## src/rtl/btn_debounce_oneshot.sv

```systemverilog
// Push-button conditioner: 2-flop synchroniser, per-button debounce FSM, press/release strobes, masked interrupt pulse.
// Latency: raw edge -> btn_press/btn_release after DB_CYCLES+2 clocks; intr_pulse follows btn_press by one clock.
// Backpressure: none; strobes are single-cycle and must be consumed in the cycle they appear.
//
// Ports:
//   clk          system clock (rising edge)
//   rst_n        asynchronous active-low reset
//   btn_raw      raw asynchronous button pins        [N_BTN]
//   btn_db       debounced button level               [N_BTN]
//   btn_press    one-cycle strobe per accepted press  [N_BTN]
//   btn_release  one-cycle strobe per accepted release[N_BTN]
//   intr_pulse   one-cycle pulse = registered |(btn_press & INTR_MASK)
//
// Optional build macro:
//   BTN_AUTOREPEAT_EN  a button held in HELD re-issues btn_press every
//                      REPEAT_CYCLES cycles. Undefined: one press per hold.

module btn_debounce_oneshot #(
  parameter int              N_BTN         = 5,
  parameter int              DB_CYCLES     = 250000,
  parameter logic [N_BTN-1:0] INTR_MASK    = 5'b10000,
  parameter int              REPEAT_CYCLES = 25000000
) (
  input  logic             clk,
  input  logic             rst_n,
  input  logic [N_BTN-1:0] btn_raw,
  output logic [N_BTN-1:0] btn_db,
  output logic [N_BTN-1:0] btn_press,
  output logic [N_BTN-1:0] btn_release,
  output logic             intr_pulse
);

  // DB_CYCLES >= 2, so the counter is at least one bit wide and only ever
  // needs to reach DB_CYCLES-1.
  localparam int                CNT_W    = $clog2(DB_CYCLES);
  localparam logic [CNT_W-1:0]  CNT_LAST = CNT_W'(DB_CYCLES - 1);

  typedef enum logic [1:0] {
    IDLE         = 2'd0,
    PRESS_WAIT   = 2'd1,
    HELD         = 2'd2,
    RELEASE_WAIT = 2'd3
  } db_state_e;

  // ---------------------------------------------------------------------------
  // Two-flop synchroniser; only sync2 feeds the FSMs.
  // ---------------------------------------------------------------------------
  logic [N_BTN-1:0] sync1_q;
  logic [N_BTN-1:0] sync2_q;

  always_ff @(posedge clk or negedge rst_n) begin
    if (!rst_n) begin
      sync1_q <= '0;
      sync2_q <= '0;
    end else begin
      sync1_q <= btn_raw;
      sync2_q <= sync1_q;
    end
  end

  // ---------------------------------------------------------------------------
  // Per-button debounce state
  // ---------------------------------------------------------------------------
  db_state_e        state_q [N_BTN];
  db_state_e        state_d [N_BTN];
  logic [CNT_W-1:0] cnt_q   [N_BTN];
  logic [CNT_W-1:0] cnt_d   [N_BTN];

  logic [N_BTN-1:0] db_q,      db_d;
  logic [N_BTN-1:0] press_q,   press_d;
  logic [N_BTN-1:0] release_q, release_d;
  logic             intr_q,    intr_d;

`ifdef BTN_AUTOREPEAT_EN
  localparam int                RPT_W    = (REPEAT_CYCLES > 1) ? $clog2(REPEAT_CYCLES) : 1;
  localparam logic [RPT_W-1:0]  RPT_LAST = RPT_W'(REPEAT_CYCLES - 1);

  logic [RPT_W-1:0] rpt_q [N_BTN];
  logic [RPT_W-1:0] rpt_d [N_BTN];
`endif

  always_ff @(posedge clk or negedge rst_n) begin
    if (!rst_n) begin
      for (int i = 0; i < N_BTN; i++) begin
        state_q[i] <= IDLE;
        cnt_q[i]   <= '0;
`ifdef BTN_AUTOREPEAT_EN
        rpt_q[i]   <= '0;
`endif
      end
      db_q      <= '0;
      press_q   <= '0;
      release_q <= '0;
      intr_q    <= 1'b0;
    end else begin
      for (int i = 0; i < N_BTN; i++) begin
        state_q[i] <= state_d[i];
        cnt_q[i]   <= cnt_d[i];
`ifdef BTN_AUTOREPEAT_EN
        rpt_q[i]   <= rpt_d[i];
`endif
      end
      db_q      <= db_d;
      press_q   <= press_d;
      release_q <= release_d;
      intr_q    <= intr_d;
    end
  end

  // ---------------------------------------------------------------------------
  // Next-state logic. Each button is independent; the only cross-button
  // coupling is the OR-reduction into intr_pulse.
  // ---------------------------------------------------------------------------
  always_comb begin
    db_d      = db_q;
    press_d   = '0;
    release_d = '0;
    // Registered version of the press strobe, so several masked buttons
    // striking together still give a single one-cycle pulse.
    intr_d    = |(press_q & INTR_MASK);

    for (int i = 0; i < N_BTN; i++) begin
      state_d[i] = state_q[i];
      cnt_d[i]   = cnt_q[i];
`ifdef BTN_AUTOREPEAT_EN
      rpt_d[i]   = rpt_q[i];
`endif

      case (state_q[i])
        IDLE: begin
          if (sync2_q[i]) begin
            state_d[i] = PRESS_WAIT;
            cnt_d[i]   = '0;
          end
        end

        PRESS_WAIT: begin
          if (!sync2_q[i]) begin
            state_d[i] = IDLE;
          end else if (cnt_q[i] == CNT_LAST) begin
            state_d[i] = HELD;
            db_d[i]    = 1'b1;
            press_d[i] = 1'b1;
`ifdef BTN_AUTOREPEAT_EN
            rpt_d[i]   = '0;
`endif
          end else begin
            cnt_d[i] = cnt_q[i] + CNT_W'(1);
          end
        end

        HELD: begin
          if (!sync2_q[i]) begin
            // Leaving HELD takes priority over a coincident repeat tick.
            state_d[i] = RELEASE_WAIT;
            cnt_d[i]   = '0;
          end
`ifdef BTN_AUTOREPEAT_EN
          else if (rpt_q[i] == RPT_LAST) begin
            press_d[i] = 1'b1;
            rpt_d[i]   = '0;
          end else begin
            rpt_d[i] = rpt_q[i] + RPT_W'(1);
          end
`endif
        end

        RELEASE_WAIT: begin
          // Repeat counter is left untouched here; it restarts on HELD entry.
          if (sync2_q[i]) begin
            state_d[i] = HELD;
`ifdef BTN_AUTOREPEAT_EN
            rpt_d[i]   = '0;
`endif
          end else if (cnt_q[i] == CNT_LAST) begin
            state_d[i]   = IDLE;
            db_d[i]      = 1'b0;
            release_d[i] = 1'b1;
          end else begin
            cnt_d[i] = cnt_q[i] + CNT_W'(1);
          end
        end

        default: begin
          state_d[i] = IDLE;
          cnt_d[i]   = '0;
          db_d[i]    = 1'b0;
        end
      endcase
    end
  end

  assign btn_db      = db_q;
  assign btn_press   = press_q;
  assign btn_release = release_q;
  assign intr_pulse  = intr_q;

endmodule

```

## config.mk

```make
export PLATFORM = sky130hd
export DESIGN_NAME = btn_debounce_oneshot
export DESIGN_NICKNAME = d
export VERILOG_FILES = /design/src/rtl/btn_debounce_oneshot.sv
export SDC_FILE = /design/constraint.sdc
export NUM_CORES = 1
export LEC_CHECK = 0
export ABC_AREA = 0
export CELL_PAD_IN_SITES_DETAIL_PLACEMENT = 0
export CELL_PAD_IN_SITES_GLOBAL_PLACEMENT = 1
export CORE_ASPECT_RATIO = 1.75
export CORE_UTILIZATION = 48
export DETAILED_ROUTE_END_ITERATION = 12
export GPL_TIMING_DRIVEN = 0
export PLACE_DENSITY = 0.77
export SLEW_MARGIN = 40
export SYNTH_ARGS = -nofsm -noshare
export SYNTH_HDL_FRONTEND = slang
export SYNTH_SLANG_ARGS = --single-unit
```

## constraint.sdc

```tcl
create_clock -name clk -period 2.11 [get_ports clk]
set_input_delay 0.3165 -clock clk [delete_from_list [all_inputs] [get_ports clk]]
set_output_delay 0.3165 -clock clk [all_outputs]
set_load 0.005 [all_outputs]
```

# Yosys cells after proc, flatten, opt, wreduce, memory -nomap -nowiden
# Index checks and enable logic that the tools add are counted.
totals:
  out_inout_bits: 16
  wordCells: 225
  register_bits: 126
op_classes:
  eq_ne: 60
  muxes: 115
  reduce_logical: 25
  addsub: 5
op_table:
  columns: ["op", "n"]
  rows:
  - ["2-to-1 mux 18 bit", 25]
  - ["case mux 18 bit (4 select lines)", 5]
  - ["adder 18 x 1 -> 18 bit, second input constant", 5]
  - ["equality test 18 bit, second input constant", 5]
  - ["2-to-1 mux 2 bit", 30]
  - ["inequality test 2 bit, second input constant", 30]
  - ["2-to-1 mux 1 bit", 45]
  - ["case mux 2 bit (4 select lines)", 5]
  - ["AND reduction 4 bit", 10]
  - ["inequality test 3 bit, second input constant", 10]
  - ["AND reduction 5 bit", 5]
  - ["equality test 2 bit, second input constant", 10]
  - ["equality test 2 x 1 -> 1 bit, second input constant", 5]
  - ["zero test 2 bit", 5]
  - ["case mux 1 bit (2 select lines)", 5]
  - ["nonzero test 2 bit", 5]

# Logic depth before layout (Yosys ltp)
depth:
  depth_word: 4
  mapped_depth: 7
  ltp_nobuf: 6

# Worst setup path before layout
# Ideal clock, no wire load.
synth_timing:
  path_type: "reg-to-reg"
  from: "register cnt_q[0] (netlist bit)"
  to: "register cnt_q[4] (netlist bit)"
  required_ns: 1.984
  synth_period_minus_slack_ns: 1.909
  stages_incl_launch_ff: 8
  setup_slack_ns: 0.201
  n_path_buf: 1
  setup_ns: 0.126
  arrival_ns: 1.783
  cell_sequence: "dfrtp_1 ha_1 nand3_1 or2_2 nor4_2 buf_2 nor3_1 a221o_1"
synth_between:
  elab_chain_len: 4
synth_lines:
  columns: ["element", "line", "source"]
  rows:
  - ["start: declaration", "66", "logic [CNT_W-1:0] cnt_q [N_BTN];"]
  - ["start signal: indexed assignment", "98", "cnt_q[i] <= cnt_d[i];"]
  - ["adder 18 x 1 -> 18 bit or equality test 18 bit (tied branches)", null, null]
  - ["2-to-1 mux 18 bit (*)", "140, 175", null]
  - ["2-to-1 mux 18 bit (on tied branches)", "170, 138", null]
  - ["case mux 18 bit (4 select lines) (*)", "129", "case (state_q[i])"]
# Every way passes the cells marked *; elsewhere a longest branch is shown, timed or not. The select of a mux whose other input is x is not followed.
# A chain may end at the register's enable or synchronous reset.

# Final worst setup path
layout_timing:
  from: "register cnt_q[44] (netlist bit)"
  to: "register cnt_q[37] (netlist bit)"
layout_between:
  elab_chain_len: 4
layout_lines:
  columns: ["element", "line"]
  rows:
  - ["equality test 18 bit (*)", "140, 175"]
  - ["2-to-1 mux 18 bit (*)", null]
  - ["2-to-1 mux 18 bit (on tied branches)", null]
  - ["case mux 18 bit (4 select lines) (*)", null]
# Marks and branches as above.

==> impl_metrics.csv <==
group,metric,value,unit
power,p_per_area,778.4,nW/µm²
cts,htreeDepth,4,
layout,syn_to_final_growth,19.43,%
yosys,synth_seq_cells,126,
setup_path,path_cells,"or4b_1, nor4_4, buf_4, buf_4, a21oi_2, a32oi_1, o21ai_1",
die,core_area,12940,µm²
yosys,synthTopCellsByCount,"126 x dfrtp_1, 75 x nand2_1, 69 x nor2_1, 59 x nand3_1, 45 x o21ai_0",
grt,grt_use_total,22.61,%
die,die_area,13680,µm²
cts,cts_made_buffers,17,
grt,grt_max_degree,67,
die,start_util,48.98,%
setup_path,cp_slowest_cell,"or4b_1",
yosys,syn_area,6337,µm²
sta,timing.fmax,0.4886,GHz
setup_path,start_kind,"flip-flop",
drt,ant_nets,0,
setup_path,slowest_delay,570,ps
layout,n_fill_cell,1212,
setup_path,critical_path.most_common_cell,"buf_4",
grt,antenna_found_initial,0,
cts,clockBufferDepth,2,
die,row_count,55,
yosys,yosys_warnings,0,
power,power.leakage,0.003329,µW
yosys,synth_cells,670,
sta,fin_skew,10.06,ps
layout,antennaDiodeCount,0,
sta,final-max-slew-violation-count,0,
job,drv_cap,0,
drt,wl_per_cell,16.09,µm
layout,nets,734,
drt,drtIter0Drc,263,
yosys,synth_nets,682,
sta,period_share,96.99,%
sta,final-hold-violation-count,0,
cts,tritoncts,"yes",
setup_path,crit_path_end_kind,"flip-flop",
die,io_pins,23,
setup_path,required,2390,ps
grt,grt_pass1_vias,5160,
setup_path,arrival,2330,ps
drt,wl,14550,µm
cts,clk_pin_slew,60,ps
setup_path,path_class,"flip-flop to flip-flop",
cts,cts.sinks,126,
sta,worst_pin_slew,596.2,ps
place,port-buffer-count,22,
sta,period_needed,2047,ps
yosys,synth.area.top_cells,"dfrtp_1 50%, nand3_1 4.7%, nand2_1 4.4%",
sta,relSlewSlack,59.97,%
die,die_h,154,µm
layout,fin_util,58.50,%
status,status,"finished clean",
setup_path,critPathTopFamily,"simple AND/OR/NAND/NOR gates",
yosys,ys.flop_type,"dfrtp_1",
setup_path,crit_fanout,7,
yosys,synth_edf_count,0,
sta,setup_viol,0,
yosys,ys_types,63,
drt,drc,0,
yosys,syn_avg_cell_area,9.459,µm²
worst_hold_path,hold_class,"input pin to flip-flop",
yosys,async_reset_ff_share,100.0,%
yosys,synth_largest_area_cell,"dfrtp_1",
yosys,ys_seq_area_share,49.75,%
grt,overflow,0,
grt,grt_pass1_wl,23960,µm
die,die_w,88.86,µm
setup_path,path_buf_inv,2,
place,gp_routability_congestion,0.8255,
drt,vias_per_cell,5.757,
power,vdd_drop_max,0.0005164,V
drt,dr_total_vias,5204,
cts,clk_latency,410,ps
yosys,synth_top_area_share,49.75,%
layout,layout-drive-gt1-share,10.50,%
place,dp_hpwl,9854,µm
sta,finalSetupTns,0,ps
cts,root_buffer,"clkbuf_16",
drt,firstDrtPassIters,5,
yosys,synth_most_common_cell,"dfrtp_1",
## cell families (layout without fill, tap and decap cells)
| logic type | after synthesis | after routing | synth area share [%] |
|---|---|---|---|
| compound gates | 116 | 116 | 11.85 |
| simple gates | 326 | 326 | 26.83 |
| buf+inv | 45 | 108 | 2.804 |
| mux | 25 | 25 | 4.047 |
| flops | 126 | 126 | 49.75 |
| fa+ha+maj | 5 | 5 | 0.9872 |
| xor+xnor | 27 | 27 | 3.732 |
## registers in the layout (all words and copies together), names as in the netlist, named ones only
| name | count |
|---|---|
| state_q | 5 |
| btn_release | 5 |
| sync1_q | 5 |
| btn_db | 5 |
| cnt_q | 90 |
| sync2_q | 5 |
| intr_pulse | 1 |
| btn_press | 5 |
## final cells by class
class | instances | area, µm² | area share [%]
Sequential cell | 126 | 3154 | 41.68
Multi-Input combinational cell | 499 | 3078 | 40.67
Clock buffer | 23 | 488.0 | 6.447
Timing Repair Buffer | 34 | 337.8 | 4.464
Tap cell | 171 | 214.0 | 2.827
Clock inverter | 7 | 110.1 | 1.455
Buffer | 23 | 107.6 | 1.422
Inverter | 21 | 78.83 | 1.041
## repair_timing
action                     4_1_cts  5_1_grt
hold endpoints to repair        60        0
buffers inserted                 0       10
pin swaps                        0        4
resized for setup                7       14
setup endpoints to repair       41       60
hold buffers                     1        0
## stage by stage
step           total power, µW  setup WS, ps  cells  hold slack, ps  area [µm²]
6_report                  5892         63.45    904           343.7        7569
5_1_grt                   6114        -9.239    904           331.9        7569
4_1_cts                   5932         13.99    895           334.0        7460
3_5_place_dp              2936        -109.9    864           290.0        6812
3_3_place_gp              2912         -4225    863           336.5        6771
2_1_floorplan             2787         201.3    670           20.91        6337
## worst paths after layout
| check | from | end | slack, ps | cells after the start |
|---|---|---|---|---|
| min in group asynchronous | rst_n | cnt_q[35]$_DFFE_PN0P_ | 430 | 2 |
| max | cnt_q[44]$_DFFE_PN0P_ | cnt_q[37]$_DFFE_PN0P_ | 60 | 7 |
| min reg2reg | sync1_q[2]$_DFF_PN0_ | sync2_q[2]$_DFF_PN0_ | 350 | 0 |
| max reg2reg | cnt_q[44]$_DFFE_PN0P_ | cnt_q[37]$_DFFE_PN0P_ | 60 | 7 |
| min | btn_raw[4] | sync1_q[4]$_DFF_PN0_ | 340 | 1 |
| max in group asynchronous | rst_n | cnt_q[7]$_DFFE_PN0P_ | 940 | 3 |
## metal layers
| metal | track usage, % | vias up | part of all wire [%] |
|---|---|---|---|
| met2 | 41.17 | 101 | 54 |
| met3 | 5.207 | 19 | 3.0 |
| li1 | - | 2532 | - |
| met1 | 25.00 | 2552 | 41 |
| met4 | 7.757 | 0 | 1.8 |
| met5 | 0 | - | 0 |
## worst reg2reg max path, cell delays in order, from the launching register on
cell	delay [ps]
dfrtp_1	440
or4b_1	570
nor4_4	260
buf_4	180
buf_4	120
a21oi_2	70
a32oi_1	190
o21ai_1	80
## placed cells by master (no fill, tap or decap), drive strengths merged, types with 15 or more instances in the layout
cell and instances:
clkbuf 41, nand2 75, mux2i 20, a21oi 17
xor2 15, buf 17, nor3 23, clkdlybuf4s50 21
nor2 70, dfrtp 126, nand4 23, o21ai 49
a22o 16, nand3 60, inv 21
## power breakdown
group	leakage [µW]	switching, µW	internal, µW
Combinational	0.00132	200	113
Clock	0.000299	1020	1960
Sequential	0.00171	99.0	2500
Note: power is estimated with default switching activity, not from simulation.
